### src/rtl/ifetch_queue_pkg.sv
// Shared types and constants for the instruction fetch front end.
package ifetch_queue_pkg;

  // PC of the first fetch after reset unless the instance overrides it.
  localparam logic [31:0] RESET_PC_DEFAULT = 32'h0000_0000;

  // addi x0, x0, 0. This value is driven on inst whenever the queue head is empty.
  localparam logic [31:0] NOP_INST = 32'h0000_0013;

  // One buffered fetch: the request PC, the returned word and its access-fault flag.
  typedef struct packed {
    logic [31:0] pc;
    logic [31:0] inst;
    logic        err;
  } fetch_entry_t;

  localparam int unsigned FETCH_ENTRY_W = $bits(fetch_entry_t);

  // Instruction fetches are always word aligned, so the low two address bits are dropped.
  function automatic logic [31:0] word_align(input logic [31:0] addr);
    return {addr[31:2], 2'b00};
  endfunction

endpackage

### src/rtl/ifetch_queue_fifo.sv
// Synchronous FIFO with flush. The head word is read straight out of the
// storage flops, so it is stable for as long as it is not popped.
module fifo_sync #(
  parameter int unsigned WIDTH = 8,
  parameter int unsigned DEPTH = 2
) (
  input  logic                     clk,
  input  logic                     rst,
  input  logic                     flush,
  input  logic                     push,
  input  logic [WIDTH-1:0]         wdata,
  input  logic                     pop,
  output logic [WIDTH-1:0]         head,
  output logic                     head_valid,
  output logic [$clog2(DEPTH):0]   count
);

  localparam int unsigned AW = $clog2(DEPTH);
  localparam int unsigned CW = AW + 1;
  localparam logic [CW-1:0] DEPTH_C = CW'(DEPTH);

  logic [WIDTH-1:0] mem [DEPTH];
  logic [AW-1:0]    wr_ptr;
  logic [AW-1:0]    rd_ptr;
  logic             do_push;
  logic             do_pop;

  // A pop on an empty queue is ignored. Flush overrides both push and pop.
  assign do_pop     = pop && (count != '0) && !flush;
  assign do_push    = push && !flush;
  assign head       = mem[rd_ptr];
  assign head_valid = (count != '0);

  // Storage write. A valid entry is always written before it is read.
  // NOTE: the storage array is not reset. Only the pointers and count say what is valid, so clearing the data would cost flops and buy nothing.
  // NOTE: sequential state always uses non-blocking (<=) assignments, so every flop samples values from before the edge.
  always_ff @(posedge clk) begin
    if (do_push) begin
      mem[wr_ptr] <= wdata;
    end
  end

  // Pointer and occupancy tracking. Reset and flush both empty the queue.
  always_ff @(posedge clk) begin
    if (rst || flush) begin
      wr_ptr <= '0;
      rd_ptr <= '0;
      count  <= '0;
    end else begin
      if (do_push) begin
        wr_ptr <= wr_ptr + 1'b1;
      end
      if (do_pop) begin
        rd_ptr <= rd_ptr + 1'b1;
      end
      count <= count + CW'(do_push) - CW'(do_pop);
    end
  end

  // The producer must never push into a full queue unless the head leaves in the same cycle.
  a_no_overflow: assert property (@(posedge clk) disable iff (rst)
    !(do_push && (count == DEPTH_C) && !do_pop));

endmodule

### src/rtl/ifetch_queue.sv
// Instruction fetch front end. It owns the fetch PC, issues in-order word
// requests to instruction memory, buffers the returned words with their PCs
// and hands them to decode. A redirect flushes the queue and discards any
// responses that are still in flight.
module ifetch_queue
  import ifetch_queue_pkg::*;
#(
  parameter logic [31:0] RESET_PC = RESET_PC_DEFAULT,
  parameter int unsigned DEPTH    = 2
) (
  input  logic        clk,
  input  logic        rst,
  output logic        imem_req_valid,
  input  logic        imem_req_ready,
  output logic [31:0] imem_req_addr,
  input  logic        imem_resp_valid,
  input  logic [31:0] imem_resp_data,
  input  logic        imem_resp_error,
  input  logic        redirect_valid,
  input  logic [31:0] redirect_pc,
  output logic        inst_valid,
  input  logic        inst_ready,
  output logic [31:0] inst,
  output logic [31:0] inst_pc,
  output logic        inst_error
);

  localparam int unsigned CW = $clog2(DEPTH) + 1;
  localparam logic [CW-1:0] DEPTH_C = CW'(DEPTH);

  // pc is the address of the next request. resp_pc is the PC that belongs to the next response that will be kept.
  logic [31:0]   pc;
  logic [31:0]   resp_pc;
  logic [CW-1:0] outstanding;
  logic [CW-1:0] drop;
  logic [CW-1:0] occupancy;
  logic [CW:0]   credit_used;
  logic          req_accept;
  logic          pop;
  logic          push;
  logic          resp_drop;
  logic          head_valid;
  fetch_entry_t  wr_entry;
  fetch_entry_t  head_entry;

  // Decode handshake. The head is visible only outside reset.
  assign inst_valid = !rst && head_valid;
  assign pop        = inst_valid && inst_ready;
  assign inst       = inst_valid ? head_entry.inst : NOP_INST;
  assign inst_pc    = head_entry.pc;
  assign inst_error = inst_valid && head_entry.err;

  // Credit check. Requests in flight plus words buffered after this cycle's pop
  // must stay below DEPTH, so every response is guaranteed a queue slot.
  assign credit_used    = {1'b0, outstanding} + {1'b0, occupancy} - {{CW{1'b0}}, pop};
  assign imem_req_valid = !rst && !redirect_valid && (credit_used < {1'b0, DEPTH_C});
  assign imem_req_addr  = word_align(pc);
  assign req_accept     = imem_req_valid && imem_req_ready;

  // A response is dropped while stale requests from before a redirect are still returning.
  // A response that arrives together with a redirect is also discarded.
  assign resp_drop = imem_resp_valid && (drop != '0);
  assign push      = imem_resp_valid && !resp_drop && !redirect_valid;
  assign wr_entry  = '{pc: resp_pc, inst: imem_resp_data, err: imem_resp_error};

  // Fetch PC. A redirect overrides everything; otherwise pc steps one word per accepted request and wraps at 2^32.
  always_ff @(posedge clk) begin
    if (rst) begin
      pc <= word_align(RESET_PC);
    end else if (redirect_valid) begin
      pc <= word_align(redirect_pc);
    end else if (req_accept) begin
      pc <= pc + 32'd4;
    end
  end

  // Response PC. Responses return in order, so the PC of each kept word is
  // one word after the previous kept word. Dropped responses do not advance it.
  always_ff @(posedge clk) begin
    if (rst) begin
      resp_pc <= word_align(RESET_PC);
    end else if (redirect_valid) begin
      resp_pc <= word_align(redirect_pc);
    end else if (push) begin
      resp_pc <= resp_pc + 32'd4;
    end
  end

  // In-flight and to-be-dropped counters. On a redirect, every request still in flight becomes stale.
  // No request is accepted in a redirect cycle, so that branch only retires a response.
  always_ff @(posedge clk) begin
    if (rst) begin
      outstanding <= '0;
      drop        <= '0;
    end else if (redirect_valid) begin
      outstanding <= outstanding - CW'(imem_resp_valid);
      drop        <= outstanding - CW'(imem_resp_valid);
    end else begin
      outstanding <= outstanding + CW'(req_accept) - CW'(imem_resp_valid);
      if (resp_drop) begin
        drop <= drop - 1'b1;
      end
    end
  end

  fifo_sync #(
    .WIDTH (FETCH_ENTRY_W),
    .DEPTH (DEPTH)
  ) u_fifo (
    .clk        (clk),
    .rst        (rst),
    .flush      (redirect_valid),
    .push       (push),
    .wdata      (wr_entry),
    .pop        (pop),
    .head       (head_entry),
    .head_valid (head_valid),
    .count      (occupancy)
  );

  a_outstanding_bound: assert property (@(posedge clk) disable iff (rst)
    outstanding <= DEPTH_C);
  a_drop_bound: assert property (@(posedge clk) disable iff (rst)
    drop <= outstanding);
  a_credit_bound: assert property (@(posedge clk) disable iff (rst)
    ({1'b0, outstanding} + {1'b0, occupancy}) <= {1'b0, DEPTH_C});
  a_resp_expected: assert property (@(posedge clk) disable iff (rst)
    imem_resp_valid |-> (outstanding != '0));

endmodule

### config.mk
export PLATFORM = sky130hd
export DESIGN_NAME = ifetch_queue
export DESIGN_NICKNAME = d
export VERILOG_FILES = /design/src/rtl/ifetch_queue_pkg.sv /design/src/rtl/ifetch_queue_fifo.sv /design/src/rtl/ifetch_queue.sv
export SDC_FILE = /design/constraint.sdc
export NUM_CORES = 1
export LEC_CHECK = 0
export BUFFER_PORTS_ARGS = -buffer_cell sky130_fd_sc_hd__buf_2
export CAP_MARGIN = 20
export CORE_MARGIN = 1
export CORE_UTILIZATION = 35
export DETAILED_ROUTE_END_ITERATION = 7
export PLACE_DENSITY = 0.63
export SLEW_MARGIN = 20
export SYNTH_ARGS = -nofsm -noshare
export SYNTH_HDL_FRONTEND = slang
export SYNTH_SLANG_ARGS = --single-unit
export TNS_END_PERCENT = 10
### constraint.sdc
create_clock -name clk -period 9.7 [get_ports clk]
set_clock_uncertainty 0.1 [all_clocks]
set_input_delay 1.94 -clock clk [delete_from_list [all_inputs] [get_ports clk]]
set_output_delay 1.94 -clock clk [all_outputs]
set_load 0.01 [all_outputs]
==> out/qor.csv, run 1 <==
metric,value,unit
gp_congestion,0.863,
hold_viol,0,
synth_area,0.00861,sq mm
post-route-min-period,6.40,ns
totalWireLength,19700,microns
synth_warnings,0,
ant_nets,0,
synth-seq-cells,195,
pwr_density_cell,173,mW/mm^2
cp_num_buf_inv,5,
clock_sinks,195,
gr-total-overflow,0,
min_path_type,reg -> reg,
async_reset_ff_share,0,%
grt_use_met2,22.3,%
ir_worst_vdd,0.0979,mV
rows,57,
synthDistinctLibCells,58,
drv_cap,0,
fillers,2295,
crit_slowest_cell,fa_1,
cts_tree,yes,
tns,0,ns
grt_pass1_wl,30800,microns
die_h,159,microns
remaining_drc_errors,0,
grt_usage,15.7,%
cts_max_level,4,
synth_edf_count,126,
synth_ff_type,edfxtp_1,
multiInputGateArea,0.00319,sq mm
slowest_delay,0.41,ns
path_class,in -> out,
cp_top_family,buffers and inverters,
cts_buffer_depth,2,
end_kind,output port,
die_area,0.0252,sq mm
crit_chain,"buf_2, o21bai_2, buf_4, inv_1, nand2_1, inv_1, ha_1, nand2b_1, fa_1, xor2_1, and3_1, buf_2",
ios,170,
drive_above_1_share,27.9,%
antenna_found_initial,1,
clk_pin_slew,0.07,ns
grt_pass1_vias,5483,
final-setup-viol-count,0,
period_share,66.0,%
grt_max_degree,64,
drtIter0Drc,378,
cts-root-buf,clkbuf_16,
cts-resized-gates,0,
syn_inst,716,
fmaxAchievable,156,MHz
grt.met3_usage,3.03,%
diodes,0,
grt.busiest_layer,met1,
use_met1,23.3,%
dp_hpwl,13000,microns
rsz0062_at_grt,no,
syn_to_final_growth,19.5,%
post_drt_wl_per_cell,16.3,microns
worst_slew_pin_slew,1.03,ns
worstSkewPairLatency,0.42,ns
avgSynthCellArea,12.0,sq um
fp.coreArea,0.0242,sq mm
layout.nets,951,
path_max_fanout,31,
startpoint_type,primary input,
start_util,35.5,%
regArea,0.00517,sq mm
required,7.66,ns
postCtsSetupBuffers,0,
drv_slew,0,
dp_cells,1174,
cts_hold_buf,0,
die_w,159,microns
final_cell_count_no_fill,1206,
viasPerCell,5.00,
leakage,3.91,nW
arrival,4.36,ns
status,"finished, final reports clean",
synth-seq-area-share,60.0,%
routed-via-count,6030,
io_buffers,163,
slew_headroom,31.0,%
cts_buffers,17,
dr.pass1.iters,5,
-- synth_stat cells (2+ instances only) --
cell	n	area, sq um
a211oi_1	12	90.1
a21boi_0	20	150
a21o_1	3	22.5
a21oi_1	27	135
a22oi_1	3	22.5
a31oi_1	13	81.3
and2_1	5	31.3
and3_1	14	87.6
and3_2	2	15.0
and4_1	8	70.1
buf_1	8	30.0
buf_2	2	10.0
buf_4	4	30.0
clkbuf_1	24	90.1
dfxtp_1	69	1380
edfxtp_1	126	3780
ha_1	10	125
inv_1	28	105
mux2_2	30	338
mux2i_1	36	360
nand2_1	40	150
nand2b_1	3	18.8
nand3_1	22	110
nand4_1	24	150
nand4_4	2	42.5
nand4b_1	2	17.5
nor2_1	67	251
nor3_1	14	70.1
nor3_2	2	20.0
nor4_1	3	18.8
o21ai_0	12	60.1
o21bai_1	3	22.5
o22ai_1	2	12.5
or3_1	4	25.0
xnor2_1	25	219
xor2_1	25	219
-- final timing paths --
path,startpoint,end,slack (ns),depth (start not counted)
max,rst,imem_req_valid,3.30,12
min,resp_pc[27],u_fifo.mem[1][60],0.40,0
max reg2reg,u_fifo.count[1],outstanding[1],5.23,19
min reg2reg,resp_pc[27],u_fifo.mem[1][60],0.40,0
-- through the flow --
stage / worst slack, ns / instance area [sq um] / utilization [%] / total power [mW] / hold slack, ns
global placement: 3.29 / 9740 / 40.2 / 1.13 / 0.380
CTS: 3.27 / 10300 / 42.4 / 1.80 / 0.400
global route: 3.14 / 10300 / 42.4 / 1.86 / 0.407
floorplan: 2.18 / 8620 / - / 1.07 / 0.347
finish: 3.30 / 10300 / 42.4 / 1.78 / 0.402
detailed placement: 3.27 / 9740 / 40.2 / 1.14 / 0.381
-- worst reg2reg max path, delay by kind of cell, from the launching register on --
kind	cells	cell delay, ns
fa+ha+maj	4	1.30
compound gates	2	0.33
buf+inv	6	0.96
xor+xnor	2	0.26
simple gates	5	1.06
flops	1	0.34
-- power by group --
part	total, mW	internal (mW)	switching (mW)
Clock	0.667	0.367	0.300
Sequential	0.959	0.926	0.0327
Combinational	0.159	0.0668	0.0923
Total	1.78	1.36	0.425
-- per-layer routing --
metal	up-vias	part of all wire (%)
met5	-	0.056
met1	2842	49
met4	2	1.7
met2	231	43
met3	28	5.5
li1	2927	-
-- layout make-up --
class | instances | area share (%)
well taps | 324 | 3.94
repair buffers | 170 | 8.44
clock buffers | 26 | 4.96
clock inverters | 6 | 0.426
flip-flops and latches | 195 | 50.2
multi-input cells | 456 | 31.0
inverters | 29 | 1.06
-- logic make-up (layout without fill, tap and decap cells) --
family,Yosys count,count (layout),synth area share (%)
AO/OA/AOI/OAI,103,103,7.80
buffers and inverters,68,231,3.26
XOR/XNOR,50,50,5.09
AND/OR/NAND/NOR,222,222,14.0
multiplexers,66,66,8.11
other,1,4,0.0436
flip-flops,195,195,60.0
adder cells (fa/ha/maj),11,11,1.69
-- state kept, by name, summed over array words and instances, names as in the netlist, named ones only --
name	flops
drop	2
u_fifo.count	2
u_fifo.rd_ptr	1
outstanding	2
resp_pc	30
u_fifo.wr_ptr	1
pc	30
u_fifo.mem	126
-- placed cells by master (no fill, tap or decap), drive strengths merged, types with 4 or more instances in the layout --
cell type	n
a211oi	13
a21boi	20
a21oi	27
a31oi	13
and2	5
and3	16
and4	9
buf	170
clkbuf	26
clkinv	4
conb	4
dfxtp	69
edfxtp	126
ha	10
inv	31
mux2	30
mux2i	36
nand2	40
nand3	22
nand4	26
nor2	68
nor3	17
nor4	4
o21ai	12
or3	5
xnor2	25
xor2	25
(Power assumes the default switching activity.)
==> run 2, diff against run 1 <==
ABC_AREA = 1   (was not set)
PLACE_DENSITY = 0.64   (was 0.63)
clock period = 5.8 ns   (was 9.7 ns; I/O delays follow)
==> run 2 against run 1 <==
Net effect: die area up 10%; critical path depth did not move; sequential share of layout area shrank 4.4 points.
==> out/qor.csv, run 2 <==
metric,value,unit,change
status,"finished, final reports clean",,
postCtsSetupBuffers,0,,unchanged
pwr_density_cell,274,mW/mm^2,+58%
place_area,0.0107,sq mm,+9.5%
final-setup-viol-count,0,,unchanged
grt_pass1_wl,37400,microns,+22%
fp.coreArea,0.0264,sq mm,+8.7%
cts_buffer_depth,2,,unchanged
worstSkewPairLatency,0.45,ns,+0.03 ns
diodes,0,,unchanged
startpoint_type,primary input,,
cts_max_level,4,,unchanged
async_reset_ff_share,0,%,unchanged
totalWireLength,23800,microns,+21%
synthDistinctLibCells,38,,-34%
gp_congestion,0.883,,+2.4%
remaining_drc_errors,0,,unchanged
avgSynthCellArea,8.85,sq um,-26%
crit_chain,"buf_2, a21oi_2, nand2_1, inv_1, ha_1, or2_2, fa_1, inv_1, nor2_2, nand2_1, inv_1, buf_2",,
cts-root-buf,clkbuf_16,,
period_share,75.7,%,
fillers,2577,,+12%
synth_ff_type,edfxtp_1,,
biggestRegsByFlops,"u_fifo.mem x126, pc x30, resp_pc x30",,
stdcell_area,0.0113,sq mm,+9.5%
path_class,in -> out,,
fmaxAchievable,228,MHz,
regMostFlops,u_fifo.mem,,
clk_pin_slew,0.07,ns,about the same
required,4.54,ns,-3.12 ns
post-route-min-period,4.39,ns,
gr-total-overflow,0,,unchanged
grt_max_degree,44,,-31%
cts_tree,yes,,
post_drt_wl_per_cell,15.1,microns,-7.8%
end_kind,output port,,
drive_above_1_share,23.1,%,-4.8 points
die_area,0.0278,sq mm,+10%
endpoint,imem_req_valid,,
arrival,3.13,ns,-1.23 ns
dr.pass1.iters,5,,unchanged
viasPerCell,4.82,,-3.6%
synth_top_area_share,39.8,%,-4.1 points
synth_warnings,0,,unchanged
layout_commonest_cell,nand2_1,,
ios,170,,unchanged
leakage,4.72,nW,+21%
slew_headroom,52.7,%,+22 points
layout.nets,1314,,+38%
crit_top_cell,inv_1,,
yosys.area.top_type,edfxtp_1,,
slowest_delay,0.48,ns,+0.07 ns
tns,0,ns,unchanged
hold_slack,0.372,ns,-0.0300 ns
drv_slew,0,,unchanged
hold_viol,0,,unchanged
cts_hold_buf,0,,unchanged
r2r_cells,17,,-2
dp_hpwl,17000,microns,+30%
ir_worst_vdd,0.148,mV,+51%
reg2reg_to,outstanding[1],,
routed-via-count,7618,,+26%
crit_slowest_cell,fa_1,,
worst_slew_pin_slew,0.708,ns,-0.327 ns
layout_common_cells,"nand2_1, buf_2, inv_1",,
largest_reg_flops,126,,unchanged
r2r_start,u_fifo.count[1],,
multiInputGateArea,0.00363,sq mm,+14%
antenna_found_initial,0,,-1
io_buffers,163,,unchanged
syn_to_final_growth,18.7,%,
drv_cap,0,,unchanged
clock_sinks,195,,unchanged
regArea,0.00517,sq mm,about the same
whs_path_depth,2,,+2
start_util,36.0,%,+0.53 points
synth_edf_count,126,,unchanged
rows,59,,+3.5%
synth-seq-area-share,54.4,%,-5.6 points
drtIter0Drc,480,,+27%
grt_pass1_vias,6964,,+27%
ant_nets,0,,unchanged
path_max_fanout,5,,-84%
rsz0062_at_grt,no,,
die_h,167,microns,+5.0%
syn_inst,1073,,+50%
synth_area_leaders,"edfxtp_1, dfxtp_1, nand2_1, mux2_2, inv_1",,
startpoint,rst,,
min_path_type,reg -> reg,,
utilization,42.8,%,+0.34 points
synth-seq-cells,195,,unchanged
grt_usage,17.4,%,+1.7 points
reg2reg_slack,2.31,ns,-2.92 ns
cts-resized-gates,0,,unchanged
cts_buffers,17,,unchanged
ys_top_cells_by_count,"nand2_1, inv_1, edfxtp_1",,
die_w,167,microns,+5.0%
yosysMostFrequentCell,nand2_1,,
synth_area,0.00950,sq mm,+10%
## run 2: cell types whose count changed after synthesis, moves of 20 or more
cell	delta
inv_1	+118
nand3_1	+42
a21boi_0	-20
mux2_2	+30
nand2_1	+240
xor2_1	-20
mux2i_1	-36
o21ai_0	+38
nor2_1	+37
xnor2_1	-23
a21oi_1	+30
## run 2: cell families (layout without fill, tap and decap cells)
kind of cell	after synthesis	count (layout)	share of synthesized area [%]
AND/OR/NAND/NOR	478	478	20.7
flip-flops	195	195	54.4
buffers and inverters	183	352	7.67
AO/OA/AOI/OAI	138	138	7.88
multiplexers	60	60	7.11
adder cells (fa/ha/maj)	11	11	1.53
XOR/XNOR	7	7	0.646
other	1	4	0.0395
## run 2: worst min path at each step
stage,from,to,slack (ns)
floorplan,u_fifo.rd_ptr,flip-flop,0.35
global placement,u_fifo.rd_ptr,u_fifo.rd_ptr,0.36
detailed placement,u_fifo.rd_ptr,flip-flop,0.36
CTS,u_fifo.rd_ptr,flip-flop,0.37
global route,u_fifo.rd_ptr,flip-flop,0.42
finish,u_fifo.rd_ptr,flip-flop,0.37
## run 2: power by group
part | internal [mW] | switching [mW] | total (mW) | leakage [nW]
combinational | 0.107 | 0.175 | 0.282 | 2.71
sequential | 1.54 | 0.0537 | 1.59 | 1.72
clock | 0.593 | 0.621 | 1.21 | 0.296
## run 2: metal layers
layer	track usage, %	wire, microns	share of wire, %	up-vias
li1	-	-	-	3831
met1	24.9	11700	49	3480
met2	26.8	10400	44	288
met3	2.95	1490	6.3	19
met4	5.15	279	1.2	0
met5	0	0	0	-
## run 2: metrics by stage
step / instances / worst slack, ns / power, mW
CTS: 1580 / 1.38 / 3.12
floorplan: 1076 / 0.898 / 1.79
global placement: 1547 / 1.41 / 1.90
global route: 1580 / 1.18 / 3.22
finish: 1580 / 1.41 / 3.09
detailed placement: 1548 / 1.39 / 1.91
## run 2: final cells by class
type | count | area share (%)
clock buffer | 18 | 3.81
clock inverter | 14 | 1.60
inverter | 149 | 4.96
multi-input combinational | 698 | 32.2
sequential | 195 | 45.8
tap | 335 | 3.72
timing repair buffer | 171 | 7.88
## run 2: critical path: cells and delay by family
kind	cells	cell delay (ns)
buffers and inverters	5	0.42
AO/OA/AOI/OAI	1	0.13
AND/OR/NAND/NOR	4	0.72
adder cells (fa/ha/maj)	2	0.70
